**src/rtl/filt_pkg.sv**
```systemverilog
// rtl/filt_pkg.sv - shared helpers for the polyphase filter blocks
package filt_pkg;

    localparam int COEFF_BITS_MAX = 4096;

    typedef enum logic {
        ST_IDLE,
        ST_RUN
    } ppi_state_t;

    function automatic int ceil_div(input int a, input int b);
        return (a + b - 1) / b;
    endfunction

    function automatic int clog2_safe(input int v);
        return (v <= 1) ? 1 : $clog2(v);
    endfunction

    // Sign-extended coefficient h[idx] of a flattened table; zero past the prototype length.
    function automatic logic signed [63:0] coeff_at(
        input logic [COEFF_BITS_MAX-1:0] coeffs,
        input int                        idx,
        input int                        n,
        input int                        w
    );
        logic signed [63:0] r;
        r = '0;
        if (idx < n) begin
            for (int b = 0; b < 64; b++) begin
                r[b] = (b < w) ? coeffs[idx*w + b] : coeffs[idx*w + w - 1];
            end
        end
        return r;
    endfunction

endpackage

```
**src/rtl/filt_ppi_phase_mac.sv**
```systemverilog
// rtl/filt_ppi_phase_mac.sv - combinational sub-filter for one interpolation phase
module filt_ppi_phase_mac
    import filt_pkg::*;
#(
    parameter int gp_idata_width          = 6,
    parameter int gp_interpolation_factor = 4,
    parameter int gp_coeff_length         = 8,
    parameter int gp_coeff_width          = 16,
    parameter logic [gp_coeff_length*gp_coeff_width-1:0] gp_coeffs = {8{16'sd1}},
    parameter int gp_taps                 = 2,
    parameter int gp_odata_width          = 23,
    parameter int gp_phase_width          = 2
) (
    input  logic        [gp_phase_width-1:0] phase,
    input  logic signed [gp_idata_width-1:0] x_line [gp_taps],
    output logic signed [gp_odata_width-1:0] y
);

    localparam int L  = gp_interpolation_factor;
    localparam int OW = gp_odata_width;
    localparam logic [COEFF_BITS_MAX-1:0] COEFFS_EXT = COEFF_BITS_MAX'(gp_coeffs);

    logic signed [OW-1:0] c_sel;

    // Operands are widened to the output width first so every product and partial sum is exact.
    always_comb begin
        y     = '0;
        c_sel = '0;
        for (int k = 0; k < gp_taps; k++) begin
            c_sel = '0;
            for (int q = 0; q < L; q++) begin
                if (phase == gp_phase_width'(q)) begin
                    c_sel = OW'(coeff_at(COEFFS_EXT, k*L + q, gp_coeff_length, gp_coeff_width));
                end
            end
            y = y + c_sel * OW'(x_line[k]);
        end
    end

endmodule

```
**src/rtl/filt_ppi.sv**
```systemverilog
// rtl/filt_ppi.sv - polyphase interpolation FIR, one input in, L phases out back to back
module filt_ppi
    import filt_pkg::*;
#(
    parameter int gp_idata_width          = 6,
    parameter int gp_interpolation_factor = 4,
    parameter int gp_coeff_length         = 8,
    parameter int gp_coeff_width          = 16,
    parameter logic [gp_coeff_length*gp_coeff_width-1:0] gp_coeffs = {8{16'sd1}},
    parameter bit gp_phase_rev            = 1'b0,
    parameter int gp_odata_width          = gp_idata_width + gp_coeff_width
                                            + $clog2(ceil_div(gp_coeff_length, gp_interpolation_factor))
) (
    input  logic                                       i_clk,
    input  logic                                       i_rst,
    input  logic                                       i_valid,
    output logic                                       o_ready,
    input  logic signed [gp_idata_width-1:0]           i_data,
    output logic                                       o_valid,
    output logic signed [gp_odata_width-1:0]           o_data,
    output logic [$clog2(gp_interpolation_factor)-1:0] o_phase,
    output logic                                       o_sclk
);

    localparam int L  = gp_interpolation_factor;
    localparam int T  = ceil_div(gp_coeff_length, L);
    localparam int PW = $clog2(L);

    generate
        if (L < 2) begin : g_bad_factor
            $error("filt_ppi: gp_interpolation_factor must be at least 2");
        end
    endgenerate

    ppi_state_t                       state, state_nx;
    logic        [PW-1:0]             phase;
    logic        [PW-1:0]             sub;
    logic signed [gp_idata_width-1:0] x_line [T];
    logic signed [gp_odata_width-1:0] y;
    logic                             last_phase;
    logic                             accept;

    assign last_phase = (phase == PW'(L-1));
    assign accept     = i_valid & o_ready;
    assign sub        = gp_phase_rev ? (PW'(L-1) - phase) : phase;

    // Ready opens on the final phase too, so a waiting source chains bursts without a gap.
    always_comb begin
        state_nx = state;
        o_ready  = 1'b0;
        case (state)
            ST_IDLE: begin
                o_ready = 1'b1;
                if (i_valid) state_nx = ST_RUN;
            end
            ST_RUN: begin
                if (last_phase) begin
                    o_ready = 1'b1;
                    if (!i_valid) state_nx = ST_IDLE;
                end
            end
            default: state_nx = ST_IDLE;
        endcase
    end

    always_ff @(posedge i_clk or posedge i_rst) begin
        if (i_rst) begin
            state   <= ST_IDLE;
            phase   <= '0;
            o_valid <= 1'b0;
            o_data  <= '0;
            o_phase <= '0;
            o_sclk  <= 1'b0;
            for (int k = 0; k < T; k++) x_line[k] <= '0;
        end else begin
            state  <= state_nx;
            o_sclk <= accept;
            if (accept) begin
                x_line[0] <= i_data;
                for (int k = 1; k < T; k++) x_line[k] <= x_line[k-1];
                phase <= '0;
            end else if (state == ST_RUN && !last_phase) begin
                phase <= phase + PW'(1);
            end
            o_valid <= (state == ST_RUN);
            if (state == ST_RUN) begin
                o_data  <= y;
                o_phase <= sub;
            end
        end
    end

    filt_ppi_phase_mac #(
        .gp_idata_width         (gp_idata_width),
        .gp_interpolation_factor(L),
        .gp_coeff_length        (gp_coeff_length),
        .gp_coeff_width         (gp_coeff_width),
        .gp_coeffs              (gp_coeffs),
        .gp_taps                (T),
        .gp_odata_width         (gp_odata_width),
        .gp_phase_width         (PW)
    ) u_mac (
        .phase (sub),
        .x_line(x_line),
        .y     (y)
    );

endmodule
```
**config.mk**
```make
export PLATFORM = sky130hd
export DESIGN_NAME = filt_ppi
export DESIGN_NICKNAME = d
export VERILOG_FILES = /design/src/rtl/filt_pkg.sv /design/src/rtl/filt_ppi_phase_mac.sv /design/src/rtl/filt_ppi.sv
export SDC_FILE = /design/constraint.sdc
export NUM_CORES = 1
export LEC_CHECK = 0
export BUFFER_PORTS_ARGS = -buffer_cell sky130_fd_sc_hd__buf_2
export CAP_MARGIN = 5
export CORE_MARGIN = 2
export CORE_UTILIZATION = 40
export CTS_CLUSTER_SIZE = 40
export DETAILED_ROUTE_END_ITERATION = 6
export HOLD_SLACK_MARGIN = 0.05
export PLACE_DENSITY = 0.73
export REMOVE_ABC_BUFFERS = 1
export SLEW_MARGIN = 10
export SYNTH_ARGS = -nofsm -noshare
export SYNTH_HDL_FRONTEND = slang
export SYNTH_SLANG_ARGS = --single-unit
```
**constraint.sdc**
```tcl
create_clock -name i_clk -period 2.6 [get_ports i_clk]
set_clock_uncertainty 0.1 [all_clocks]
set_input_delay 0.26 -clock i_clk [delete_from_list [all_inputs] [get_ports i_clk]]
set_output_delay 0.26 -clock i_clk [all_outputs]
set_load 0.01 [all_outputs]
```
# Word-level counts from Yosys, hierarchy flattened
# Cells that the tools add are included.
# totals
output_inout_bits	28
regBits	42
# classes
bitwise	2
n_mux	11
eq_ne	3
addsub	2
reduce_logical	4
mul	2
# ops
op	count
$add A23 B23 Y23	1
$mul A2 B6 Y8	2
$mux W1	7
$eq A2 B2 Y1 const B	2
$mux W2	2
$pmux W1 S2	2
$add A2 B1 Y2 const B	1
$eq A2 B1 Y1 const B	1
$logic_not A2 Y1	1
$reduce_bool A2 Y1	1
$and A1 B1 Y1	1
$logic_and A1 B1 Y1	1
$logic_not A1 Y1	1
$not A1 Y1	1

# Depth between registers and ports, before layout
# logic_depth
depth_word	7
ltp_mapped	8
depth_no_buf	8

# Cells and area by module
# A second synthesis with hierarchy kept.
# hier_totals
hier_cells	191
hier_area_um2	2448.6
# modules_own_cells
module	cells_each	instances	area_per_inst_um2	seq_area_each_um2
filt_ppi	94	1	1614.0	1051.0
filt_ppi_phase_mac	97	1	834.6	0.0

# Worst setup path before layout
# No wires, ideal clock.
# synth_path
path_kind	register to register
start	register x_line[0] (netlist bit)
end	register o_data[6]
synth_period_minus_slack_ps	2376
n_path_buf	0
setup_time_ps	125
arrival_ps	2151
setup_slack_ps	224
stages_incl_launch_ff	9
path_cell_list	dfrtp_1 ha_1 inv_1 fa_1 nor2b_4 o31a_1 o31a_1 fa_1 mux2_2
# synth_via
elab_chain_cells	2
# synth_lines
element	line_no	source
start: declaration	filt_ppi.sv:38	logic signed [gp_idata_width-1:0] x_line [T];
$mul A2 B6 Y8	filt_ppi_phase_mac.sv:36	y = y + c_sel * OW'(x_line[k]);
$add A23 B23 Y23	filt_ppi_phase_mac.sv:36	
net u_mac.y[6]	filt_ppi_phase_mac.sv:16	output logic signed [gp_odata_width-1:0] y
end signal: assignment	filt_ppi.sv:87	o_data <= y;
end: declaration	filt_ppi.sv:20	output logic signed [gp_odata_width-1:0] o_data,
# The timed path passes the listed nets, and every way through them passes these cells.
# A chain may end at the register's enable or synchronous reset.

# Worst setup path in the final report
# layout_path
start	register x_line[6] (netlist bit)
end	register o_data[6]
# Same word-level chain as after synthesis.

==> flow_summary_export.csv <==
group,metric,value,unit
run_status,status,"completed",
route,avgViaCountPerCell,4.787,
layout,diodes,0,
route,first_iter_violations,46,
synthesis,synth_top_area_share,49.11,%
route,wl_per_cell,13.14,um
clock_tree,cts_tree,"done",
power,cellPowerDensity,1514,mW/mm^2
placed_design,hpwlAfterDp,2553,um
synthesis,ys_async_sr_fraction,100.0,%
min_path,hp-start,"i_data[4]",
synthesis,avgSynthCellArea,13.24,sq um
synthesis,synth_area,0.002038,sq mm
power,p_leak,1.150,nW
die,ios,37,
global_route,grt_pass1_vias,1329,
placed_design,routabilityCongestion,0.7292,
setup_path,critPathRequiredTime,2.68,ns
setup_path,r2r_end,"o_data[6]",
setup_path,worstPathArrival,2.51,ns
sta,grt_setup_unrepaired,"false",
setup_path,cp_cell_sequence,"ha_1 -> inv_1 -> fa_2 -> nor2b_4 -> o31a_1 -> o31a_1 -> fa_1 -> mux2_2",
setup_path,cp-start-kind,"flop",
die,row_count,25,
setup_path,reg2regPathDepth,8,
synthesis,yosysWarnings,0,
synthesis,synthCells,154,
sta,setup_tns,0,ns
min_path,holdPathStages,2,
die,die_width,75.38,um
min_path,hold_path.class,"input port to flop",
setup_path,path_max_fanout,3,
placed_design,io_buffers,36,
clock_tree,cts_setup_buffers,0,
setup_path,r2r_start,"x_line[6]",
setup_path,worstSetupPathType,"flop to flop",
synthesis,synth_edf_count,0,
clock_tree,numCtsBuffers,5,
die,initial_core_util,42.31,%
layout,finish.instance_area,0.002360,sq mm
setup_path,slowest_stage,"fa_1",
die,core,0.004817,sq mm
global_route,grt-ovfl-total,0,
clock_tree,root_buffer,"clkbuf_8",
setup_path,critPathMaxStageDelay,0.43,ns
clock_tree,cts.htree.levels,2,
clock_tree,clockBufferDepth,2,
synthesis,ys_types,36,
clock_tree,clock_sinks,40,
die,die-area,0.005682,sq mm
route,drtPass1Iterations,4,
synthesis,netlist_top_cells_area,"dfrtp_1 49%, fa_1 8.8%, mux2_4 5.9%, mux2_2 5.5%, ha_1 4.3%",
global_route,grt_pass1_wl,6030,um
layout,finalNetCount,221,
route,antenna_left,0,
sta,fmax,410.8,MHz
clock_tree,clkLatencyLatePin,0.29,ns
synthesis,yosys.area.top_type,"dfrtp_1",
sta,final-max-slew-violation-count,0,
global_route,grt_use_total,14.27,%
die,die_h,75.38,um
synthesis,ys.flop_type,"dfrtp_1",
setup_path,setup.worst_path.end_class,"flop",
min_path,hold_end,"x_line[10]",
layout,syn_to_final_growth,15.78,%
sta,fin_crit,2.434,ns
sta,hold_violations,0,
layout,drive_gt1_share,36.73,%
setup_path,r2r_setup_slack,0.17,ns
route,drc,0,
sta,setup_violations,0,
job,cap_violations,0,
synthesis,synth.ff_latch_count,40,
power,vdd_ir_drop_max,0.6927,mV
placed_design,placed_area,0.002270,sq mm
sta,timing.final.crit_share,93.62,%
setup_path,critPathMostFrequentCell,"o31a_1",
sta,worst_slew_pin_slew,0.6066,ns
global_route,grt_max_degree,41,
sta,slew_headroom,59.56,%
route,totalWireLength,3457,um
layout,utilization,48.99,%
global_route,antenna_found_initial,0,
synthesis,seq_area_frac_synth,49.11,%
clock_tree,clk_pin_slew_worst_paths,0.07,ns
route,num_vias,1259,
synthesized netlist by cell type, drive strengths merged (3+ instances only):
| cell | instances |
|---|---|
| fa | 9 |
| mux2i | 3 |
| inv | 9 |
| ha | 7 |
| o21ai | 11 |
| nor2 | 5 |
| o31a | 3 |
| nand3b | 4 |
| nand2 | 3 |
| mux2 | 18 |
| a21oi | 13 |
| dfrtp | 40 |
| buf | 7 |
sequential cells by signal, indices dropped and copies added, names as in the netlist:
register	count
o_data	21
x_line	12
o_phase	2
phase	2
o_sclk	1
o_valid	1
state	1
layout by cell type (no fill, tap or decap), types with 2 or more instances in the layout:
cell type  instances
nand3b_1           4
a21o_1             2
fa_1               8
o311ai_0           2
and3b_1            2
mux2_2            10
clkbuf_8           5
buf_4              6
nor2_1             5
dfrtp_1           40
inv_1              9
buf_2             36
mux2i_1            3
a211oi_1           2
a21oi_1           13
o31a_1             3
nand2_1            2
mux2_4             8
o21ai_0           10
ha_1               7
routing by layer:
layer | share of wire, % | wire length, um | up-vias | track usage, %
met3 | 5.2 | 181 | 6 | 3.307
met5 | 0 | 0 | - | 0
li1 | - | - | 614 | -
met4 | 1.5 | 51 | 0 | 5.848
met1 | 49 | 1687 | 609 | 19.47
met2 | 44 | 1536 | 30 | 22.13
worst max-delay path, delay by kind of cell, from the launching register on:
family / cells / cell delay, ns
adder cells (fa/ha/maj): 3 / 0.88
AO/OA/AOI/OAI: 2 / 0.56
flip-flops: 1 / 0.40
multiplexers: 1 / 0.27
buffers and inverters: 1 / 0.08
AND/OR/NAND/NOR: 1 / 0.05
kinds of logic after synthesis:
logic type                 synth area share [%]
and+or+nand+nor                           8.043
buffers and inverters                     5.463
DFF                                       49.11
adders and majority gates                 13.14
AOI/OAI and AO/OA                         10.93
xor gates and xnor gates                 0.4298
muxes                                     12.89
power breakdown:
group,internal (W),switching (W)
combinational,0.00101,0.00102
sequential,0.000965,0.000197
clock,0.000182,0.000197
cell type report:
class / count / area [sq um]
Fill cell: 464 / 2457
Clock buffer: 6 / 72.57
Inverter: 9 / 33.78
Multi-Input combinational cell: 97 / 928.4
Clock inverter: 1 / 5.005
Timing Repair Buffer: 43 / 235.2
Tap cell: 67 / 83.83
Sequential cell: 40 / 1001
through the flow:
stage,hold slack (ns),total power [W],instances,worst slack [ns]
after global routing,0.1037,0.003931,263,0.07229
after global placement,0.3076,0.003152,255,0.1942
final,0.1035,0.003573,263,0.1660
after CTS,0.09536,0.003615,263,0.1342
after floorplan,0.2824,0.002598,146,0.2241
after detailed placement,0.3054,0.003221,255,0.1249
worst max path at each step:
| stage | start | endpoint | slack (ns) | cells past startpoint |
|---|---|---|---|---|
| after floorplan | x_line[0] | o_data[6] | 0.22 | 8 |
| after global placement | x_line[6] | o_data[6] | 0.19 | 8 |
| final | x_line[6] | o_data[6] | 0.17 | 8 |
| after global routing | x_line[6] | o_data[6] | 0.07 | 8 |
| after CTS | x_line[6] | o_data[6] | 0.13 | 8 |
| after detailed placement | x_line[6] | o_data[6] | 0.12 | 8 |
timing repair:
action,4_1_cts,5_1_grt
hold endpoints to repair,40,0
resized for setup,0,1
hold buffers,1,0
setup endpoints to repair,0,2
No activity file was read; power rests on OpenSTA's default activity.
